`src/rtl/alu_pkg.sv`:
```
// Shared ALU definitions: opcodes, flag bit positions, condition codes and the
// controller state encoding. Also used by the branch unit.
package alu_pkg;

  localparam logic [3:0] OP_ADD = 4'b0000;
  localparam logic [3:0] OP_SUB = 4'b0001;
  localparam logic [3:0] OP_CMP = 4'b1000;
  localparam logic [3:0] OP_NOP = 4'b1111;

  localparam int FLAG_N = 3;
  localparam int FLAG_Z = 2;
  localparam int FLAG_C = 1;
  localparam int FLAG_V = 0;

  localparam logic [3:0] COND_EQ = 4'b0000;
  localparam logic [3:0] COND_NE = 4'b0001;
  localparam logic [3:0] COND_CS = 4'b0010;
  localparam logic [3:0] COND_CC = 4'b0011;
  localparam logic [3:0] COND_MI = 4'b0100;
  localparam logic [3:0] COND_PL = 4'b0101;
  localparam logic [3:0] COND_VS = 4'b0110;
  localparam logic [3:0] COND_VC = 4'b0111;
  localparam logic [3:0] COND_HI = 4'b1000;
  localparam logic [3:0] COND_LS = 4'b1001;
  localparam logic [3:0] COND_GE = 4'b1010;
  localparam logic [3:0] COND_LT = 4'b1011;
  localparam logic [3:0] COND_GT = 4'b1100;
  localparam logic [3:0] COND_LE = 4'b1101;
  localparam logic [3:0] COND_AL = 4'b1110;
  localparam logic [3:0] COND_NV = 4'b1111;

  typedef enum logic [1:0] {
    ST_IDLE = 2'd0,
    ST_EXEC = 2'd1,
    ST_RESP = 2'd2
  } state_e;

  // CMP always updates flags; other ops only with S set, and NOP never does.
  function automatic logic commits_flags(input logic [3:0] opcode, input logic s_bit);
    return (opcode == OP_CMP) || (s_bit && (opcode != OP_NOP));
  endfunction

endpackage

```
`src/rtl/alu_controller_cond_eval.sv`:
```
// Combinational condition-code evaluator: decides whether an instruction with
// condition field cond executes given flags {N,Z,C,V}.
module cond_eval
  import alu_pkg::*;
(
  input  logic [3:0] cond,
  input  logic [3:0] flags,
  output logic       pass
);

  logic n, z, c, v;

  assign n = flags[FLAG_N];
  assign z = flags[FLAG_Z];
  assign c = flags[FLAG_C];
  assign v = flags[FLAG_V];

  always_comb begin
    pass = 1'b0;
    case (cond)
      COND_EQ: pass = z;
      COND_NE: pass = !z;
      COND_CS: pass = c;
      COND_CC: pass = !c;
      COND_MI: pass = n;
      COND_PL: pass = !n;
      COND_VS: pass = v;
      COND_VC: pass = !v;
      COND_HI: pass = c && !z;
      COND_LS: pass = !c || z;
      COND_GE: pass = (n == v);
      COND_LT: pass = (n != v);
      COND_GT: pass = !z && (n == v);
      COND_LE: pass = z || (n != v);
      COND_AL: pass = 1'b1;
      COND_NV: pass = 1'b0;
      default: pass = 1'b0;
    endcase
  end

endmodule

```
`src/rtl/alu_controller.sv`:
```
// Single-outstanding instruction sequencer in front of the ALU. Owns the
// architectural {N,Z,C,V} register and evaluates conditions against it.
module alu_controller
  import alu_pkg::*;
#(
  parameter int ALU_LATENCY = 1
) (
  input  logic        clk,
  input  logic        rst,
  input  logic        req_valid,
  output logic        req_ready,
  input  logic [3:0]  req_opcode,
  input  logic        req_s_bit,
  input  logic [3:0]  req_cond,
  input  logic [31:0] req_in1,
  input  logic [31:0] req_in2,
  output logic [31:0] alu_in1,
  output logic [31:0] alu_in2,
  output logic [3:0]  alu_opcode,
  output logic        alu_s_bit,
  input  logic [31:0] alu_result,
  input  logic [3:0]  alu_flags,
  output logic        rsp_valid,
  input  logic        rsp_ready,
  output logic [31:0] rsp_result,
  output logic        rsp_executed,
  output logic [3:0]  flags_q
);

  localparam logic [3:0] LAT_INIT = 4'(ALU_LATENCY);

  state_e      state_q, state_d;
  logic [3:0]  cnt_q, cnt_d;
  logic [3:0]  flags_d;
  logic [31:0] alu_in1_q, alu_in1_d;
  logic [31:0] alu_in2_q, alu_in2_d;
  logic [3:0]  alu_opcode_q, alu_opcode_d;
  logic        alu_s_bit_q, alu_s_bit_d;
  logic [31:0] rsp_result_q, rsp_result_d;
  logic        rsp_executed_q, rsp_executed_d;
  logic        cond_pass;

  cond_eval u_cond_eval (
    .cond  (req_cond),
    .flags (flags_q),
    .pass  (cond_pass)
  );

  always_comb begin
    state_d        = state_q;
    cnt_d          = cnt_q;
    flags_d        = flags_q;
    alu_in1_d      = alu_in1_q;
    alu_in2_d      = alu_in2_q;
    alu_opcode_d   = alu_opcode_q;
    alu_s_bit_d    = alu_s_bit_q;
    rsp_result_d   = rsp_result_q;
    rsp_executed_d = rsp_executed_q;
    case (state_q)
      ST_IDLE: begin
        if (req_valid) begin
          alu_in1_d    = req_in1;
          alu_in2_d    = req_in2;
          alu_opcode_d = req_opcode;
          alu_s_bit_d  = req_s_bit;
          if (cond_pass) begin
            state_d = ST_EXEC;
            cnt_d   = LAT_INIT;
          end else begin
            state_d        = ST_RESP;
            rsp_result_d   = 32'd0;
            rsp_executed_d = 1'b0;
          end
        end
      end
      ST_EXEC: begin
        cnt_d = cnt_q - 4'd1;
        // <= rather than == so an out-of-range latency of 0 cannot lock up the FSM.
        if (cnt_q <= 4'd1) begin
          state_d        = ST_RESP;
          cnt_d          = 4'd0;
          rsp_result_d   = alu_result;
          rsp_executed_d = 1'b1;
          if (commits_flags(alu_opcode_q, alu_s_bit_q)) begin
            flags_d = alu_flags;
          end
        end
      end
      ST_RESP: begin
        if (rsp_ready) begin
          state_d = ST_IDLE;
        end
      end
      default: state_d = ST_IDLE;
    endcase
  end

  always_ff @(posedge clk) begin
    if (rst) begin
      state_q        <= ST_IDLE;
      cnt_q          <= 4'd0;
      flags_q        <= 4'b0000;
      alu_in1_q      <= 32'd0;
      alu_in2_q      <= 32'd0;
      alu_opcode_q   <= OP_NOP;
      alu_s_bit_q    <= 1'b0;
      rsp_result_q   <= 32'd0;
      rsp_executed_q <= 1'b0;
    end else begin
      state_q        <= state_d;
      cnt_q          <= cnt_d;
      flags_q        <= flags_d;
      alu_in1_q      <= alu_in1_d;
      alu_in2_q      <= alu_in2_d;
      alu_opcode_q   <= alu_opcode_d;
      alu_s_bit_q    <= alu_s_bit_d;
      rsp_result_q   <= rsp_result_d;
      rsp_executed_q <= rsp_executed_d;
    end
  end

  assign req_ready    = (state_q == ST_IDLE);
  assign rsp_valid    = (state_q == ST_RESP);
  assign rsp_result   = rsp_result_q;
  assign rsp_executed = rsp_executed_q;
  assign alu_in1      = alu_in1_q;
  assign alu_in2      = alu_in2_q;
  assign alu_opcode   = alu_opcode_q;
  assign alu_s_bit    = alu_s_bit_q;

endmodule

```
`config.mk`:
```
export PLATFORM = sky130hd
export DESIGN_NAME = alu_controller
export DESIGN_NICKNAME = d
export VERILOG_FILES = /design/src/rtl/alu_pkg.sv /design/src/rtl/alu_controller_cond_eval.sv /design/src/rtl/alu_controller.sv
export SDC_FILE = /design/constraint.sdc
export NUM_CORES = 1
export LEC_CHECK = 0
export ABC_AREA = 1
export ABC_CLOCK_PERIOD_IN_PS = 2000
export BUFFER_PORTS_ARGS = -buffer_cell sky130_fd_sc_hd__buf_4
export CAP_MARGIN = 20
export CORE_ASPECT_RATIO = 0.6
export CORE_MARGIN = 2
export CORE_UTILIZATION = 47
export CTS_CLUSTER_SIZE = 25
export DETAILED_ROUTE_END_ITERATION = 10
export PLACE_DENSITY = 0.8
export SYNTH_ARGS = -nofsm -noshare
export SYNTH_HDL_FRONTEND = slang
export SYNTH_SLANG_ARGS = --single-unit
```
`constraint.sdc`:
```
create_clock -name clk -period 2 [get_ports clk]
set_clock_uncertainty 0.2 [all_clocks]
set_input_delay 0.2 -clock clk [delete_from_list [all_inputs] [get_ports clk]]
set_output_delay 0.2 -clock clk [all_outputs]
set_load 0.02 [all_outputs]
```
* Yosys cells after proc, flatten, opt, wreduce, memory -nomap -nowiden *
Cells that the tools add are included.

storage, ports and cells
  input bits = 113
  output and inout port bits = 108
  register bits after elaboration = 112

operators by class
  $add $sub $neg = 1
  muxes and demuxes = 18
  reductions and logical operators = 18
  eq/ne operators = 26
  $lt $le $gt $ge = 1

operators by type and width
  operator                                             number
  two-way mux 32 bit                                   3
  one-hot mux 32 bit (2 select lines)                  1
  equality test 4 bit, second input constant           9
  equality test 4 x 3 -> 1 bit, second input constant  4
  one-hot mux 1 bit (16 select lines)                  1
  two-way mux 4 bit                                    3
  AND reduction 3 bit                                  3
  equality test 4 x 2 -> 1 bit, second input constant  2
  two-way mux 2 bit                                    4
  one-hot mux 4 bit (2 select lines)                   1
  != test 2 bit, second input constant                 3
  one-hot mux 2 bit (3 select lines)                   1
  equality test 4 x 1 -> 1 bit, second input constant  1
  <= comparator 4 x 1 -> 1 bit, second input constant  1
  zero test 1 bit                                      4
  zero test 4 bit                                      1
  != test 2 x 1 -> 1 bit, second input constant        2
  != test 4 bit, second input constant                 1
  AND reduction 4 bit                                  1
  subtractor 4 x 1 -> 4 bit, second input constant     1
  logical AND 1 bit                                    3
  logical OR 1 bit                                     3
  two-way mux 1 bit                                    3
  equality test 2 x 1 -> 1 bit, second input constant  1
  7 further kinds                                      7

* Logic depth before layout (Yosys ltp) *
Gate-level depths: netlist (run 1).

  depth in word-level cells = 6
  mapped depth = 15

* Cells and area by module *
Synthesis (run 1) repeated with hierarchy kept, for this count alone.

second synthesis, totals
  cells, all modules = 575
  area, all modules = 4,327.9 µm²

by module, submodules not included
  module          times used  cells an instance  area an instance (µm²)  sequential area each (µm²)
  alu_controller  1           530                4,122.7                 2,242.2
  cond_eval       1           45                 205.2                   0.0

* Worst setup path before layout (run 1) *
No wires, ideal clock.

  path type = reg2reg
  start = register flags_q[3]
  end = register rsp_result_q[26] (netlist: rsp_result[26])
  buffers on the path = 1
  slack = 67 ps
  data required time = 1,689 ps
  library setup time = 111 ps
  arrival = 1,622 ps
  cell stages (with the launch flop) = 14
  path through = dfxtp_1 inv_1 nand2_1 nand2_1 o21a_1 nand3_2 nand2_2 nand2_4 nand3_4 nand2_4 inv_4 buf_12 nor2_4 nor2_2

on the way
  cells in the longest elaborated chain, start to end = 5

RTL lines
  element                                                RTL line                                                        text
  from (decl)                                            alu_controller.sv:27                                            output logic [3:0] flags_q
  from (signal assigned)                                 alu_controller.sv:112                                           flags_q <= flags_d;
  != test 1 bit or equality test 1 bit (tied branches)   -
  logical OR 1 bit or logical AND 1 bit (tied branches)  alu_controller_cond_eval.sv:34, alu_controller_cond_eval.sv:33
  one-hot mux 1 bit (16 select lines) *                  alu_controller_cond_eval.sv:20                                  case (cond)
  != test 2 bit (no line) *                              -
  AND reduction 4 bit (no line) *                        -
  to (signal assigned)                                   alu_controller.sv:117                                           rsp_result_q <= rsp_result_d;
  to (decl)                                              alu_controller.sv:39                                            logic [31:0] rsp_result_q, rsp_result_d;

Mark *: on every way between the ends. The rest lies on a longest branch, timed or not.
A chain may end at the register's enable or synchronous reset.

* Final worst setup path (run 1) *
  start = register flags_q[0]
  end = register rsp_result_q[16] (netlist: rsp_result[16])

Same word-level chain as after synthesis.

==> out/results.ini, run 1 <==
[synthesis]
yosysSeqAreaShare_pct = 46.5
synth_nets = 742
synth.area.top_cells = dfxtp_1, nor2_1, nand2_1, o21ai_0, nor2_4
syn-cell-area_sq_um = 4820
synth_area_per_cell_sq_um = 7.69
yosys_warnings = 0
synth_top_area_share_pct = 46.5
synth_seq_cells = 112
synth_cell_type_count = 30
synth.largest_area_cell = dfxtp_1
synthCells = 627

[critical_path]
critPathBufInv = 4
crit_family = simple AND/OR/NAND/NOR gates
cp_num_cells = 14
rr_worst_depth = 14
crit_slowest_cell = dfxtp_2
slowest_delay_ps = 370
timing.critical_path.cells = inv_2, nand2_1, o21ai_1, or2_1, nand3_1, nand2_1, inv_2, nand2_4, nand3_4, nand2_4, inv_6, buf_12, nor2_4, nor2_2
critical_path_arrival_ps = 2000
worstSetupEndpointType = register
critPathLaunchType = register
critical_path_required_ps = 2080
crit_type = register to register
crit_fanout = 8

[hold_path]
hold_path_class = input port to register
holdPathStages = 5

[detailed_routing]
avgViaCountPerCell = 5.05
vias = 5319
drc_errors = 0
wl_microns = 16400
antenna_left = 0
first_iter_violations = 346
drt-pass1-iter-count = 4
post_drt_wl_per_cell_microns = 15.6

[global_routing]
grt_pass1_wl_microns = 25100
grt_max_degree = 72
overflow = 0
antenna_found_initial = 0
grt.total_usage_pct = 28.5
grt_pass1_vias = 5320

[timing]
final_hold_viol_count = 0
worst_hold_slack_ps = 9.22
max_freq_ghz = 0.521
fin_ws_ps = 81.2
min_period_ps = 1920
setup_viol = 0
fin_crit_sh_pct = 95.9
worstMarginPinSlew_ps = 638
drv_slew = 0
setup-tns-final_ps = 0
slew_headroom_pct = 57.5

[power_and_ir_drop]
p_leak_nw = 3.61
power_frac_seq_pct = 39.8
p_clk_share_pct = 24.1
power_density_nw_per_um2 = 899
vdd_drop_max_mv = 0.508
p_sw_share_pct = 35.2
internal_power_mw = 4.51
p_switching_mw = 2.45
p_comb_share_pct = 36.1

[clocking]
cts-buffers-inserted = 9
clkSlewWorstSetupHoldPaths_ps = 70
clock_latency_ps = 350
htree_levels = 3
cts.sinks = 112
cts_max_path_buffers = 2
cts_root_buf = clkbuf_16
cts_tree = done

[place]
dp_cells = 957
dp_slack_ps = 3.25
place_congestion = 0.798
port-buffer-count = 220
hpwl_microns = 10100

[cells_and_area]
finalNonFillerCells = 1054
layout_commonest_cell = buf_4
drive_gt1_share_pct = 36.7
diodes = 0
fillers = 666
final_cell_mix = buf_4, nor2_1, dfxtp_1, nand2_1, dlygate4sd3_1
syn2layout_area_growth_pct = 60.6
final_nets = 1029

[floorplan]
dieArea_sq_um = 11100
io_pins = 221
die_h_microns = 82.5
std_cell_rows = 28
coreArea_sq_um = 9910
initial_core_util_pct = 48.7
die_w_microns = 135

[status]
status = complete, no violations

[job]
drv_cap = 0

==> layout make-up <==
| class | count | area [sq um] | share of cell area (%) |
|---|---|---|---|
| clock buffer | 12 | 236 | 3.05 |
| inverter | 21 | 83.8 | 1.08 |
| sequential | 112 | 2250 | 29.0 |
| timing repair buffer | 314 | 2680 | 34.6 |
| tap | 135 | 169 | 2.18 |
| multi-input combinational | 456 | 2300 | 29.7 |
| clock inverter | 4 | 30.0 | 0.388 |
==> per-layer routing <==
metal	track usage, %	part of all wire (%)	up-vias
met1	31.6	39	2505
met4	12.8	3.4	0
li1	-	-	2563
met5	0	0	-
met2	52.0	51	200
met3	7.81	6.0	51
==> path summary, 6_finish.rpt <==
| kind | slack (ps) | endpoint | startpoint |
|---|---|---|---|
| max | 80 | rsp_result[16] | flags_q[0] |
| min | 9 | rsp_result[5] | alu_result[5] |
| max reg2reg | 80 | rsp_result[16] | flags_q[0] |
| min reg2reg | 270 | rsp_executed | rsp_executed |
==> cell families after synthesis <==
kind of cell             synth area share, %
AND/OR/NAND/NOR                         37.2
flip-flops                              46.5
AO/OA/AOI/OAI                           9.28
buffers and inverters                   6.30
adder cells (fa/ha/maj)                0.519
XOR/XNOR                               0.182
==> Yosys cell counts <==
| cell | number |
|---|---|
| nor2_1 | 143 |
| dfxtp_1 | 112 |
| nand2_1 | 99 |
| o21ai_0 | 72 |
| nand3_1 | 47 |
| nor2_2 | 32 |
| nor2_4 | 31 |
| clkbuf_1 | 23 |
| inv_1 | 14 |
| a21oi_1 | 12 |
| buf_2 | 7 |
| inv_2 | 6 |
| buf_12 | 3 |
| buf_6 | 3 |
| nor3_1 | 3 |
| buf_1 | 2 |
| ha_1 | 2 |
| nand2_2 | 2 |
| nand2_4 | 2 |
| o211ai_1 | 2 |
| inv_4 | 1 |
| nand3_2 | 1 |
| nand3_4 | 1 |
| nand3b_1 | 1 |
| nand4_1 | 1 |
| o21a_1 | 1 |
| o21ai_1 | 1 |
| or2_1 | 1 |
| or2_2 | 1 |
| xor2_1 | 1 |
==> repair_timing <==
action / CTS / global route
setup buffers: 0 / 1
pin swaps: 0 / 1
gates cloned: 0 / 2
hold buffers: 78 / 0
endpoints found under the setup margin: 3 / 32
gates resized for setup: 1 / 12
hold endpoints to repair: 81 / 0
==> power by group through the flow <==
stage	clock, mW	sequential [mW]	combinational [mW]
2_1_floorplan	0	3.13	1.05
3_3_place_gp	0	2.79	2.21
3_5_place_dp	0	2.80	2.28
4_1_cts	1.70	2.76	2.41
5_1_grt	1.78	2.80	2.70
6_report	1.68	2.77	2.52
==> metrics by stage <==
step                      util [%]  power (mW)  instance area [sq um]
after floorplan                  -        4.19                   4820
after global placement        66.7        5.00                   6610
after detailed placement      66.7        5.08                   6610
after CTS                     77.3        6.87                   7660
after global routing          78.1        7.28                   7750
final                         78.1        6.96                   7750
==> registers in the layout, summed over array words and instances, names as in the netlist, 2 cells and up <==
register and count:
alu_in1 32, alu_opcode 4, state_q 2, rsp_result 32
flags_q 4, cnt_q 4, alu_in2 32
==> tightest hold or removal path, stage by stage <==
cell and delay (ps):
buf_4 70, nand2_1 40, nand3_1 70, nand2_1 60, nor2_2 80
(Power assumes the default switching activity.)
==> run 2, diff against run 1 <==
--- a/config.mk
+++ b/config.mk
@@ -6,5 +6,4 @@
 export NUM_CORES = 1
 export LEC_CHECK = 0
-export ABC_AREA = 1
 export ABC_CLOCK_PERIOD_IN_PS = 2000
 export BUFFER_PORTS_ARGS = -buffer_cell sky130_fd_sc_hd__buf_4
@@ -12,5 +11,5 @@
 export CORE_ASPECT_RATIO = 0.6
 export CORE_MARGIN = 2
-export CORE_UTILIZATION = 47
+export CORE_UTILIZATION = 46
 export CTS_CLUSTER_SIZE = 25
 export DETAILED_ROUTE_END_ITERATION = 10
==> constraint.sdc (replaced) <==
create_clock -name clk -period 2 [get_ports clk]
set_clock_uncertainty 0.2 [all_clocks]
set_input_delay 0.1 -clock clk [delete_from_list [all_inputs] [get_ports clk]]
set_output_delay 0.1 -clock clk [all_outputs]
set_load 0.02 [all_outputs]
==> run 2 against run 1 <==
Compared with the run above:
- the flow now finishes with violations (negative setup slack)
- combinational power fell by 41%
- first-iteration DRC count fell by 32%
- count of clock-buffer cells in the layout fell by 1
- clock power rose by 3%
- global-route usage fell by 0.77 points
- sequential power fell by 11%
- sequential share of layout area fell by 0.20 points
- design area rose by 0.79%
- fmax fell by 7.8%
- sequential cell count did not move
- largest cell class unchanged
- highest routed layer unchanged
==> out/results.ini, run 2 <==
[status]
status = finished, violations left
failed_checks = negative setup slack

[synthesis]
synth.largest_area_cell = dfxtp_1
synth_area_per_cell_sq_um = 8.50
yosysSeqAreaShare_pct = 49.5
yosys_warnings = 0
synthCells = 533
synth_seq_cells = 112
synth-edff-count = 0
synth.area.top_cells = dfxtp_1, nand2_1, mux2i_1, a21oi_1, nand2b_1
synth_nets = 648
synth_cell_type_count = 48
synth_common_cells = nand2_1, dfxtp_1, a21oi_1
synthArstFlopShare_pct = 0
yosysMostFrequentCell = nand2_1
syn-cell-area_sq_um = 4530
synthFlopType = dfxtp_1
synth_top_area_share_pct = 49.5

[timing]
fin_crit_sh_pct = 104
setup_viol = 6
fin_ws_ps = -82.0
final_hold_viol_count = 0
setup-tns-final_ps = -91.2
min_period_ps = 2080
max_freq_ghz = 0.480
rsz0062_at_grt = yes
worstMarginPinSlew_ps = 478
drv_slew = 0
slew_headroom_pct = 67.9

[cells_and_area]
syn2layout_area_growth_pct = 72.4
layout_commonest_cell = buf_4
fin_util_pct = 83.4
drive_gt1_share_pct = 32.6
final_cell_mix = buf_4, nand2_1, dlygate4sd3_1, dfxtp_1, a21oi_1
final_nets = 970

[clocking]
cts_tree = done
clkSlewWorstSetupHoldPaths_ps = 70
cts-buffers-inserted = 9
cts.sinks = 112
clock_latency_ps = 340
htree_levels = 3
cts_root_buf = clkbuf_16
cts_max_path_buffers = 2

[power_and_ir_drop]
p_leak_nw = 3.54
p_clk_share_pct = 30.5
p_switching_mw = 1.63
power_density_nw_per_um2 = 726
p_sw_share_pct = 28.7
finalPower_mw = 5.67
power_frac_seq_pct = 43.4
p_comb_share_pct = 26.1
vdd_drop_max_mv = 0.628
internal_power_mw = 4.04

[global_routing]
antenna_found_initial = 0
grt_pass1_vias = 4959
grt.total_usage_pct = 27.7
overflow = 0
grt_max_degree = 70
grt_pass1_wl_microns = 24100

[detailed_routing]
wl_microns = 15400
vias = 4975
drc_errors = 0
wl_met1_microns = 6170
first_iter_violations = 236
drt-pass1-iter-count = 7
wl_met3_microns = 1330
avgViaCountPerCell = 5.02
post_drt_wl_per_cell_microns = 15.5
maxUsedRoutingLayer = met4
met2WireLength_microns = 7590
antenna_left = 0

[critical_path]
timing.rr.start = flags_q[0]
rrSetupSlack_ps = -80
rr_worst_depth = 7
crit_fanout = 8
crit_type = register to register
critical_path_arrival_ps = 2120
worstSetupEndpointType = register
r2r_end = rsp_result[25]
crit_slowest_cell = dfxtp_2
critPathLaunchType = register
timing.critical_path.cells = xor2_4, nand3_2, o31ai_2, o21ai_2, o21ai_4, buf_12, mux2i_1
critical_path_required_ps = 2040
slowest_delay_ps = 420

[floorplan]
die_h_microns = 80.9
initial_core_util_pct = 48.4
dieArea_sq_um = 10700
std_cell_rows = 27
io_pins = 221
die_w_microns = 132
coreArea_sq_um = 9360

[place]
port-buffer-count = 220
place_congestion = 0.829
hpwl_microns = 9390

[hold_path]
min_from = req_cond[3]
holdPathStages = 4
min_to = rsp_executed
hold_path_class = input port to register

[job]
drv_cap = 0

-- run 2: worst max-delay path, delay by kind of cell, from the launching register on --
family	cells	cell delay [ps]
compound gates	3	590
flops	1	420
simple gates	1	120
xor+xnor	1	190
mux	1	280
buf+inv	1	200
-- run 2: how the worst max path moves through the flow --
stage                          start        endpoint  slack, ps  cells after the start
after detailed placement    cnt_q[1]      flags_q[3]        -50                     10
after CTS                 flags_q[1]  rsp_result[16]          6                      7
after floorplan           flags_q[1]  rsp_result[10]         30                      7
final                     flags_q[0]  rsp_result[25]        -80                      7
after global routing      flags_q[1]  rsp_result[25]       -150                      7
after global placement      cnt_q[1]      flags_q[1]         80                     10
-- run 2: area by class of cell --
class | count | area, sq um
multi-input combinational | 379 | 2110
sequential | 112 | 2250
clock inverter | 5 | 40.0
fill | 510 | 1550
antenna | 1 | 2.50
inverter | 5 | 18.8
tap | 130 | 163
clock buffer | 11 | 253
timing repair buffer | 348 | 2970
-- run 2: metrics by stage --
step	setup slack (ps)	cell area, sq um	std cells	hold WS [ps]
floorplan	27.4	4530	533	24.2
global placement	82.5	6270	859	116
detailed placement	-49.5	6270	859	124
CTS	5.80	7660	984	71.1
global route	-150	7800	990	124
finish	-82.0	7810	991	132
-- run 2: cell families after synthesis --
logic type               Yosys count  synth area share (%)
multiplexers                      39                  8.62
AND/OR/NAND/NOR                  245                  23.9
AO/OA/AOI/OAI                     90                  11.4
flip-flops                       112                  49.5
XOR/XNOR                           3                 0.580
buffers and inverters             42                  5.39
adder cells (fa/ha/maj)            2                 0.553
-- run 2: per-layer routing --
metal,GRT usage [%],up-vias
li1,-,2390
met1,32.0,2327
met2,49.9,224
met3,9.05,34
met4,8.26,0
met5,0,-
-- run 2: power groups by stage --
stage	combinational [mW]	sequential [mW]	clock, mW
2_1_floorplan	0.563	2.66	0
3_3_place_gp	1.19	2.50	0
3_5_place_dp	1.21	2.51	0
4_1_cts	1.39	2.46	1.76
5_1_grt	1.58	2.48	1.85
6_report	1.48	2.46	1.73
-- run 2: timing repair --
item | in CTS | in global routing
buffers inserted | 0 | 5
cloned | 0 | 1
hold buffers | 109 | 0
resized for setup | 2 | 22
hold endpoints to repair | 107 | 0
endpoints found under the setup margin | 35 | 85
pin swaps | 0 | 6
